File: src/rtl/cpu_seq_pkg.sv
// cpu_seq_pkg: shared constants, instruction fields and FSM state type for the instruction sequencer.
package cpu_seq_pkg;
  localparam logic [19:0] NOP_WORD  = 20'h00000;
  localparam logic [19:0] HALT_WORD = 20'h00001;
  localparam int TYPE_MSB = 19;
  localparam int TYPE_LSB = 18;
  localparam logic [1:0] TYPE_CTRL  = 2'b00;
  localparam logic [1:0] TYPE_ALU   = 2'b01;
  localparam logic [1:0] TYPE_LOAD  = 2'b10;
  localparam logic [1:0] TYPE_STORE = 2'b11;
  typedef enum logic [1:0] {IDLE, ISSUE, DONE} seq_state_t;
endpackage

File: src/rtl/cpu_instr_sequencer_prog_mem.sv
// prog_mem: program store with a synchronous write port and a combinational read port, no reset.
module prog_mem #(
  parameter int INSTR_WIDTH    = 20,
  parameter int PROG_ADDR_BITS = 5
) (
  input  logic                      clk,
  input  logic                      i_we,
  input  logic [PROG_ADDR_BITS-1:0] i_waddr,
  input  logic [INSTR_WIDTH-1:0]    i_wdata,
  input  logic [PROG_ADDR_BITS-1:0] i_raddr,
  output logic [INSTR_WIDTH-1:0]    o_rdata
);
  logic [INSTR_WIDTH-1:0] r_mem [2**PROG_ADDR_BITS];
  always_ff @(posedge clk)
    if (i_we) r_mem[i_waddr] <= i_wdata;
  assign o_rdata = r_mem[i_raddr];
endmodule

File: src/rtl/cpu_instr_sequencer.sv
// cpu_instr_sequencer: issues stored program words to the CPU, holding each for HOLD_CYCLES edges until HALT or end of memory.
module cpu_instr_sequencer
  import cpu_seq_pkg::*;
#(
  parameter int INSTR_WIDTH    = 20,
  parameter int PROG_ADDR_BITS = 5,
  parameter int HOLD_CYCLES    = 4
) (
  input  logic                      clk,
  input  logic                      rst,
  input  logic                      load_en,
  input  logic [PROG_ADDR_BITS-1:0] load_addr,
  input  logic [INSTR_WIDTH-1:0]    load_data,
  input  logic                      start,
  output logic [INSTR_WIDTH-1:0]    instruction,
  output logic                      instr_valid,
  output logic [PROG_ADDR_BITS-1:0] pc,
  output logic                      busy,
  output logic                      done
);
  localparam int HW = (HOLD_CYCLES > 1) ? $clog2(HOLD_CYCLES) : 1;
  localparam logic [HW-1:0] HOLD_LAST = HW'(HOLD_CYCLES - 1);
  localparam logic [PROG_ADDR_BITS-1:0] LAST_ADDR = '1;

  seq_state_t                r_state, w_next_state;
  logic [PROG_ADDR_BITS-1:0] r_pc, w_next_pc, w_rd_addr;
  logic [HW-1:0]             r_hold, w_next_hold;
  logic [INSTR_WIDTH-1:0]    r_instr, w_next_instr, w_rd_data;
  logic                      r_valid, w_next_valid, r_busy, r_done, w_halt;

  // Start decisions look at word 0; during issue we look ahead at the next word.
  assign w_rd_addr = (r_state == ISSUE) ? r_pc + 1'b1 : '0;
  assign w_halt    = (w_rd_data == INSTR_WIDTH'(HALT_WORD));

  prog_mem #(.INSTR_WIDTH(INSTR_WIDTH), .PROG_ADDR_BITS(PROG_ADDR_BITS)) u_mem (
    .clk     (clk),
    .i_we    (load_en && r_state != ISSUE),
    .i_waddr (load_addr),
    .i_wdata (load_data),
    .i_raddr (w_rd_addr),
    .o_rdata (w_rd_data)
  );

  always_ff @(posedge clk or posedge rst)
    if (rst) begin
      r_state <= IDLE;
      r_pc    <= '0;
      r_hold  <= '0;
      r_instr <= '0;
      r_valid <= 1'b0;
      r_busy  <= 1'b0;
      r_done  <= 1'b0;
    end else begin
      r_state <= w_next_state;
      r_pc    <= w_next_pc;
      r_hold  <= w_next_hold;
      r_instr <= w_next_instr;
      r_valid <= w_next_valid;
      r_busy  <= (w_next_state == ISSUE);
      r_done  <= (w_next_state == DONE);
    end

  always_comb begin
    w_next_state = r_state;
    w_next_pc    = r_pc;
    w_next_hold  = r_hold;
    w_next_instr = r_instr;
    w_next_valid = r_valid;
    if (r_state == ISSUE) begin
      if (r_hold != '0) w_next_hold = r_hold - 1'b1;
      else if (r_pc == LAST_ADDR || w_halt) begin
        w_next_state = DONE;
        w_next_instr = '0;
        w_next_valid = 1'b0;
      end else begin
        w_next_pc    = r_pc + 1'b1;
        w_next_instr = w_rd_data;
        w_next_hold  = HOLD_LAST;
      end
    end else if (start) begin
      w_next_state = w_halt ? DONE : ISSUE;
      w_next_instr = w_halt ? '0 : w_rd_data;
      w_next_valid = !w_halt;
      w_next_pc    = w_halt ? r_pc : '0;
      w_next_hold  = w_halt ? r_hold : HOLD_LAST;
    end
  end

  always_comb begin
    instruction = r_instr;
    instr_valid = r_valid;
    pc          = r_pc;
    busy        = r_busy;
    done        = r_done;
  end
endmodule

File: config.mk
export PLATFORM = sky130hd
export DESIGN_NAME = cpu_instr_sequencer
export DESIGN_NICKNAME = d
export VERILOG_FILES = /design/src/rtl/cpu_seq_pkg.sv /design/src/rtl/cpu_instr_sequencer_prog_mem.sv /design/src/rtl/cpu_instr_sequencer.sv
export SDC_FILE = /design/constraint.sdc
export NUM_CORES = 1
export LEC_CHECK = 0
export ABC_AREA = 1
export CORE_MARGIN = 2
export CORE_UTILIZATION = 50
export DETAILED_ROUTE_END_ITERATION = 10
export GPL_ROUTABILITY_DRIVEN = 0
export PLACE_DENSITY = 0.69
export SYNTH_ARGS = -nofsm -noshare
export SYNTH_HDL_FRONTEND = slang
export SYNTH_SLANG_ARGS = --single-unit
File: constraint.sdc
create_clock -name clk -period 6.79 [get_ports clk]
set_input_delay 1.0185 -clock clk [delete_from_list [all_inputs] [get_ports clk]]
set_output_delay 1.0185 -clock clk [all_outputs]
set_load 0.005 [all_outputs]
# Yosys cells after proc, flatten, opt, wreduce, memory -nomap -nowiden
# Memory sizes are Yosys's and may differ from the RTL's.
# Index checks and enable logic that the tools add are counted.
# W data, S select, Z words.
dict set report word_totals {
  regBits 32
  ram_bits 640
  out_inout_bits 28
  memories 1
}
# memory words width rd rd_clocked_by_memory_dff write_ports line_no
set memory_table {}
lappend memory_table {u_mem.r_mem 32 20 1 0 1 cpu_instr_sequencer_prog_mem.sv:13} ;# logic [INSTR_WIDTH-1:0] r_mem [2**PROG_ADDR_BITS];
dict set report classes {
  addsub 2
  n_eq_ne 11
  muxes 27
  reduce_logical 9
}
# op n
set ops {}
lappend ops {{$mux W20} 5}
lappend ops {{$mux W5} 6}
lappend ops {{$eq A20 B1 Y1 const B} 1}
lappend ops {{$mux W2} 10}
lappend ops {{$mux W1} 6}
lappend ops {{$ne A2 B1 Y1 const B} 3}
lappend ops {{$reduce_and A3 Y1} 2}
lappend ops {{$add A5 B1 Y5 const B} 1}
lappend ops {{$eq A5 B5 Y1 const B} 1}
lappend ops {{$eq A2 B1 Y1 const B} 2}
lappend ops {{$ne A2 B2 Y1 const B} 2}
lappend ops {{$reduce_and A4 Y1} 1}
lappend ops {{$reduce_bool A2 Y1} 2}
lappend ops {{$ne A3 B3 Y1 const B} 1}
lappend ops {{$eq A2 B2 Y1 const B} 1}
lappend ops {{$reduce_and A2 Y1} 1}
lappend ops {{$sub A2 B1 Y2 const B} 1}
lappend ops {{$logic_and A1 B1 Y1} 1}
lappend ops {{$logic_not A1 Y1} 1}
lappend ops {{$logic_or A1 B1 Y1} 1}

# Logic depth before layout (Yosys ltp)
# An unclocked memory read counts as a cell.
dict set report depth {
  ltp_word 9
  mapped_depth 22
}

# Modules after synthesis
# From an unflattened synthesis, not the netlist that was laid out.
dict set report unflattened {
  cells_unflattened 2410
  area_unflattened_um2 27772.9
}
# module instances cells_per_inst area_each_um2 seq_area_each_um2
set by_module_without_submodules {}
lappend by_module_without_submodules {prog_mem 1 2210 26118.8 19218.4}
lappend by_module_without_submodules {cpu_instr_sequencer 1 200 1654.1 800.8}

# Worst setup path before layout
# No wires, ideal clock.
dict set report synth_path {
  path_kind {input to register}
  start {in load_en}
  end {mem u_mem.r_mem[0][0], enable pin}
  setup_ps 397
  arrival_time_ps 2348
  t_required_ps 6393
  slack_ps 4045
  path_stages 4
  path_buffers 0
  cell_sequence {inv_1 nor2_1 nand3_1 nor2_1}
}
dict set report synth_via {
  elab_chain_len 3
}
# item line_no
set synth_rtl {}
lappend synth_rtl {{start: declaration} cpu_instr_sequencer.sv:11} ;# input logic load_en,
lappend synth_rtl {{$logic_and A1 B1 Y1} cpu_instr_sequencer.sv:37} ;# .i_we (load_en && r_state != ISSUE),
lappend synth_rtl {{$mux W1} cpu_instr_sequencer_prog_mem.sv:15} ;# if (i_we) r_mem[i_waddr] <= i_wdata;
lappend synth_rtl {{$mux W1 (implied by the code)} cpu_instr_sequencer_prog_mem.sv:15}
lappend synth_rtl {{end: declaration} cpu_instr_sequencer_prog_mem.sv:13}
# No other way between the ends.

# Worst setup path in the final report
dict set report layout_path {
  start {reg r_pc[0] (netlist: pc[0])}
  end {reg r_hold[1]}
}
dict set report layout_via {
  elab_chain_len 7
  word_cells_on_any_way 9
  cone_classes {add/sub: 1; eq/ne: 4; mux: 1; reduce/logical: 2; memory: 1}
}
# item line_no
set layout_rtl {}
lappend layout_rtl {{start: declaration} cpu_instr_sequencer.sv:26} ;# logic [PROG_ADDR_BITS-1:0] r_pc, w_next_pc, w_rd_addr;
lappend layout_rtl {{start signal: assignment} cpu_instr_sequencer.sv:55} ;# r_pc <= w_next_pc;
lappend layout_rtl {{$add A5 B1 Y5} cpu_instr_sequencer.sv:32} ;# assign w_rd_addr = (r_state == ISSUE) ? r_pc + 1'b1 : '0;
lappend layout_rtl {{$mux W5} cpu_instr_sequencer.sv:32}
lappend layout_rtl {{$mem_v2 Z32 W20} --}
lappend layout_rtl {{$eq A20 B1 Y1} cpu_instr_sequencer.sv:33} ;# assign w_halt = (w_rd_data == INSTR_WIDTH'(HALT_WORD));
lappend layout_rtl {{$logic_or A1 B1 Y1} cpu_instr_sequencer.sv:71} ;# else if (r_pc == LAST_ADDR || w_halt) begin
lappend layout_rtl {{$ne A3 B3 Y1 (no line)} --}
lappend layout_rtl {{$reduce_and A3 Y1 (no line) (*)} --}
lappend layout_rtl {{end signal: assignment} cpu_instr_sequencer.sv:56} ;# r_hold <= w_next_hold;
lappend layout_rtl {{end: declaration} cpu_instr_sequencer.sv:27} ;# logic [HW-1:0] r_hold, w_next_hold;
# Mark *: on every way between the ends. The rest lies on a longest branch, timed or not.
# A chain may end at the register's enable or synchronous reset.

==> impl_metrics.yaml <==
worst_setup_path:
  arrival_ns: 5.07
  cp_slowest_cell: "clkinv_2"
  cp.required_ns: 7.34
  crit_type: "register to register"
  crit_fanout: 45
  cp_cell_sequence: "ha_1 -> nand3_4 -> clkinv_2 -> buf_4 -> nand3_1 -> nand3_1 -> nand3_1 -> nand3_1 -> nand2_1 -> nand2_1 -> nor2_1 -> nand2_1 -> nor2_1 -> nand2_1 -> nand2_1 -> nand2_2 -> nand2_1 -> nand2_1 -> nand2_1"
  max_stage_delay_ns: 0.70
  critPathLaunchType: "register"
  crit_top_cell: "nand2_1"
  cp-end-kind: "register"
finish:
  nNetsFinal: 2761
  diodes: 0
  fin_area_um2: 32300
  area_growth_pct: 12.7
  fillers: 4547
  final_layout_size_suffix_gt1_share_pct: 7.05
synth:
  synthTopCellsByArea: "edfxtp_1 (67%), nand2_1 (8.6%), nand3_1 (8.2%)"
  syn_avg_cell_area_um2: 10.7
  async_flop_share_pct: 4.76
  yosysMostFrequentCell: "nand2_1"
  syn_area_um2: 28600
  ys.flop_type: "edfxtp_1"
  synth_top_area_cell: "edfxtp_1"
  synth_fp_nets: 2717
  synth_commonest_cells: "nand2_1 (655), edfxtp_1 (640), nand3_1 (470)"
  synth_cell_types: 28
  synth_top_family_by_area: "simple AND/OR/NAND/NOR gates"
  synthMuxAreaShare_pct: 0
  yosys.area_share.simple_pct: 19.6
  synth-compound-area-share_pct: 2.63
  ys_warn_count: 0
  yosysSeqAreaShare_pct: 69.9
  syn_inst: 2685
  synth_edf_count: 640
  ys_ff_latch: 672
  synthDominantCellAreaShare_pct: 67.1
  synth_fa_ha_area_share_pct: 0.131
  synthXorXnorAreaFrac_pct: 0
die:
  ios: 57
  fp.dieArea_um2: 59200
  coreArea_um2: 56500
  die_h_um: 243
  num_rows: 87
  start_util_pct: 50.7
  die_w_um: 243
pwr:
  p_leak_nw: 13.0
  p_per_area_nw_per_um2: 416
  ir_worst_vdd_v: 0.000293
  design_power_total_mw: 13.4
timing:
  slew_viol_final: 0
  setup_viol: 0
  rsz0062_at_grt: "false"
  hold_viol_final: 0
  worst_pin_slew_ns: 1.27
  finalCritPeriodShare_pct: 66.6
  relSlewSlack_pct: 14.9
  setup_tns_ns: 0
  fmax_mhz: 221
  fin_worst_skew_ns: 0.0315
  period_needed_ns: 4.52
  hold_slack_ns: 0.509
global_route:
  met2_usage_pct: 38.4
  grt_usage_pct: 24.3
  grt_pass1_vias: 18400
  overflow: 0
  busiest_layer: "met2"
  grt_use_met1_pct: 34.3
  grtUsageMet3_pct: 3.53
  grt_pass1_wl_um: 109000
  antenna_found_initial: 2
  grt_max_degree: 147
drt:
  drt_iter0_markers: 2156
  viasPerCell: 5.46
  num_vias: 19300
  wire_per_inst_um: 20.2
  ant_nets: 0
  drt-total-wl_um: 71600
  post-route-drc-count: 0
  firstDrtPassIters: 5
cts:
  root_buffer: "clkbuf_16"
  cts_tree: "yes"
  cts.clk_slew.worst_paths_ns: 0.06
  numClockSinks: 672
  cts_buffers: 70
  cts_max_level: 3
  cts_buffer_depth: 3
  clk_latency_ns: 0.62
  ctsResizeCount: 0
  hold_buffers: 0
  post_cts_buffers: 0
status:
  status: "finished clean"
placement:
  place_area_um2: 30100
  dp_hpwl_um: 38400
  io_buffers: 56
run:
  cap_violations: 0
min_path:
  hp-class: "register to register"
critical path, delay by kind of cell, from the launching register on:
kind / cells / cell delay, ns
adder cells (fa/ha/maj): 1 / 0.39
buffers and inverters: 2 / 1.21
flip-flops: 1 / 0.47
AND/OR/NAND/NOR: 16 / 2.30
metal layers:
metal / wire length (um) / up-vias
li1: - / 8990
met3: 6040 / 144
met4: 2020 / 0
met1: 29900 / 9287
met5: 0 / -
met2: 33600 / 876
metrics by stage:
step / utilization (%) / setup WS, ns / instances
after global routing: 57.1 / 1.91 / 3536
after global placement: 53.2 / 2.42 / 3413
final: 57.1 / 2.27 / 3536
after CTS: 57.1 / 2.29 / 3536
after detailed placement: 53.2 / 2.31 / 3413
after floorplan: - / 4.05 / 2685
power by group:
part           internal, mW  switching (mW)
clock                  2.14            1.56
sequential             4.62          0.0895
combinational          1.49            3.54
total                  8.25            5.19
cell usage in the layout, fill, tap and decap left out, types with 4 or more instances in the layout:
cell             instances
clkbuf_1                16
clkinv_2                11
dfrtp_1                 32
nor2_1                 149
buf_12                   4
nand4_1                  5
nand2_1                654
o211ai_1                40
clkdlybuf4s50_1         56
edfxtp_1               640
nand3_1                470
nor2_2                  34
buf_4                   49
clkbuf_16               77
clkinv_1                13
o21ai_1                 18
inv_1                  416
o21ai_0                 65
state kept, by name, summed over array words and instances (netlist names):
| name | count |
|---|---|
| r_hold | 2 |
| busy | 1 |
| pc | 5 |
| u_mem.r_mem | 640 |
| instruction | 20 |
| instr_valid | 1 |
| done | 1 |
| r_state | 2 |
cell type report:
class / count / area, um^2 / area share, %
well taps: 756 / 946 / 2.93
multi-input cells: 1454 / 6510 / 20.2
repair buffers: 109 / 1010 / 3.12
flip-flops and latches: 672 / 20000 / 62.0
clock inverters: 30 / 220 / 0.682
inverters: 422 / 1590 / 4.92
clock buffers: 93 / 1990 / 6.16
cell families after synthesis:
kind of cell | count (synthesis)
DFF | 672
and+or+nand+nor | 1323
adders and majority gates | 3
buffers and inverters | 559
AOI/OAI and AO/OA | 128
final timing paths:
path	start	to	slack, ns	cells after the start
worst max register to register	pc[0]	r_hold[1]	2.27	19
max in group asynchronous	rst	instruction[2]	5.70	3
worst min register to register	r_hold[1]	r_hold[1]	0.51	2
worst max-delay path	pc[0]	r_hold[1]	2.27	19
worst min-delay path	r_hold[1]	r_hold[1]	0.51	2
min in group asynchronous	rst	done	0.79	3
No activity file was read; power rests on OpenSTA's default activity.
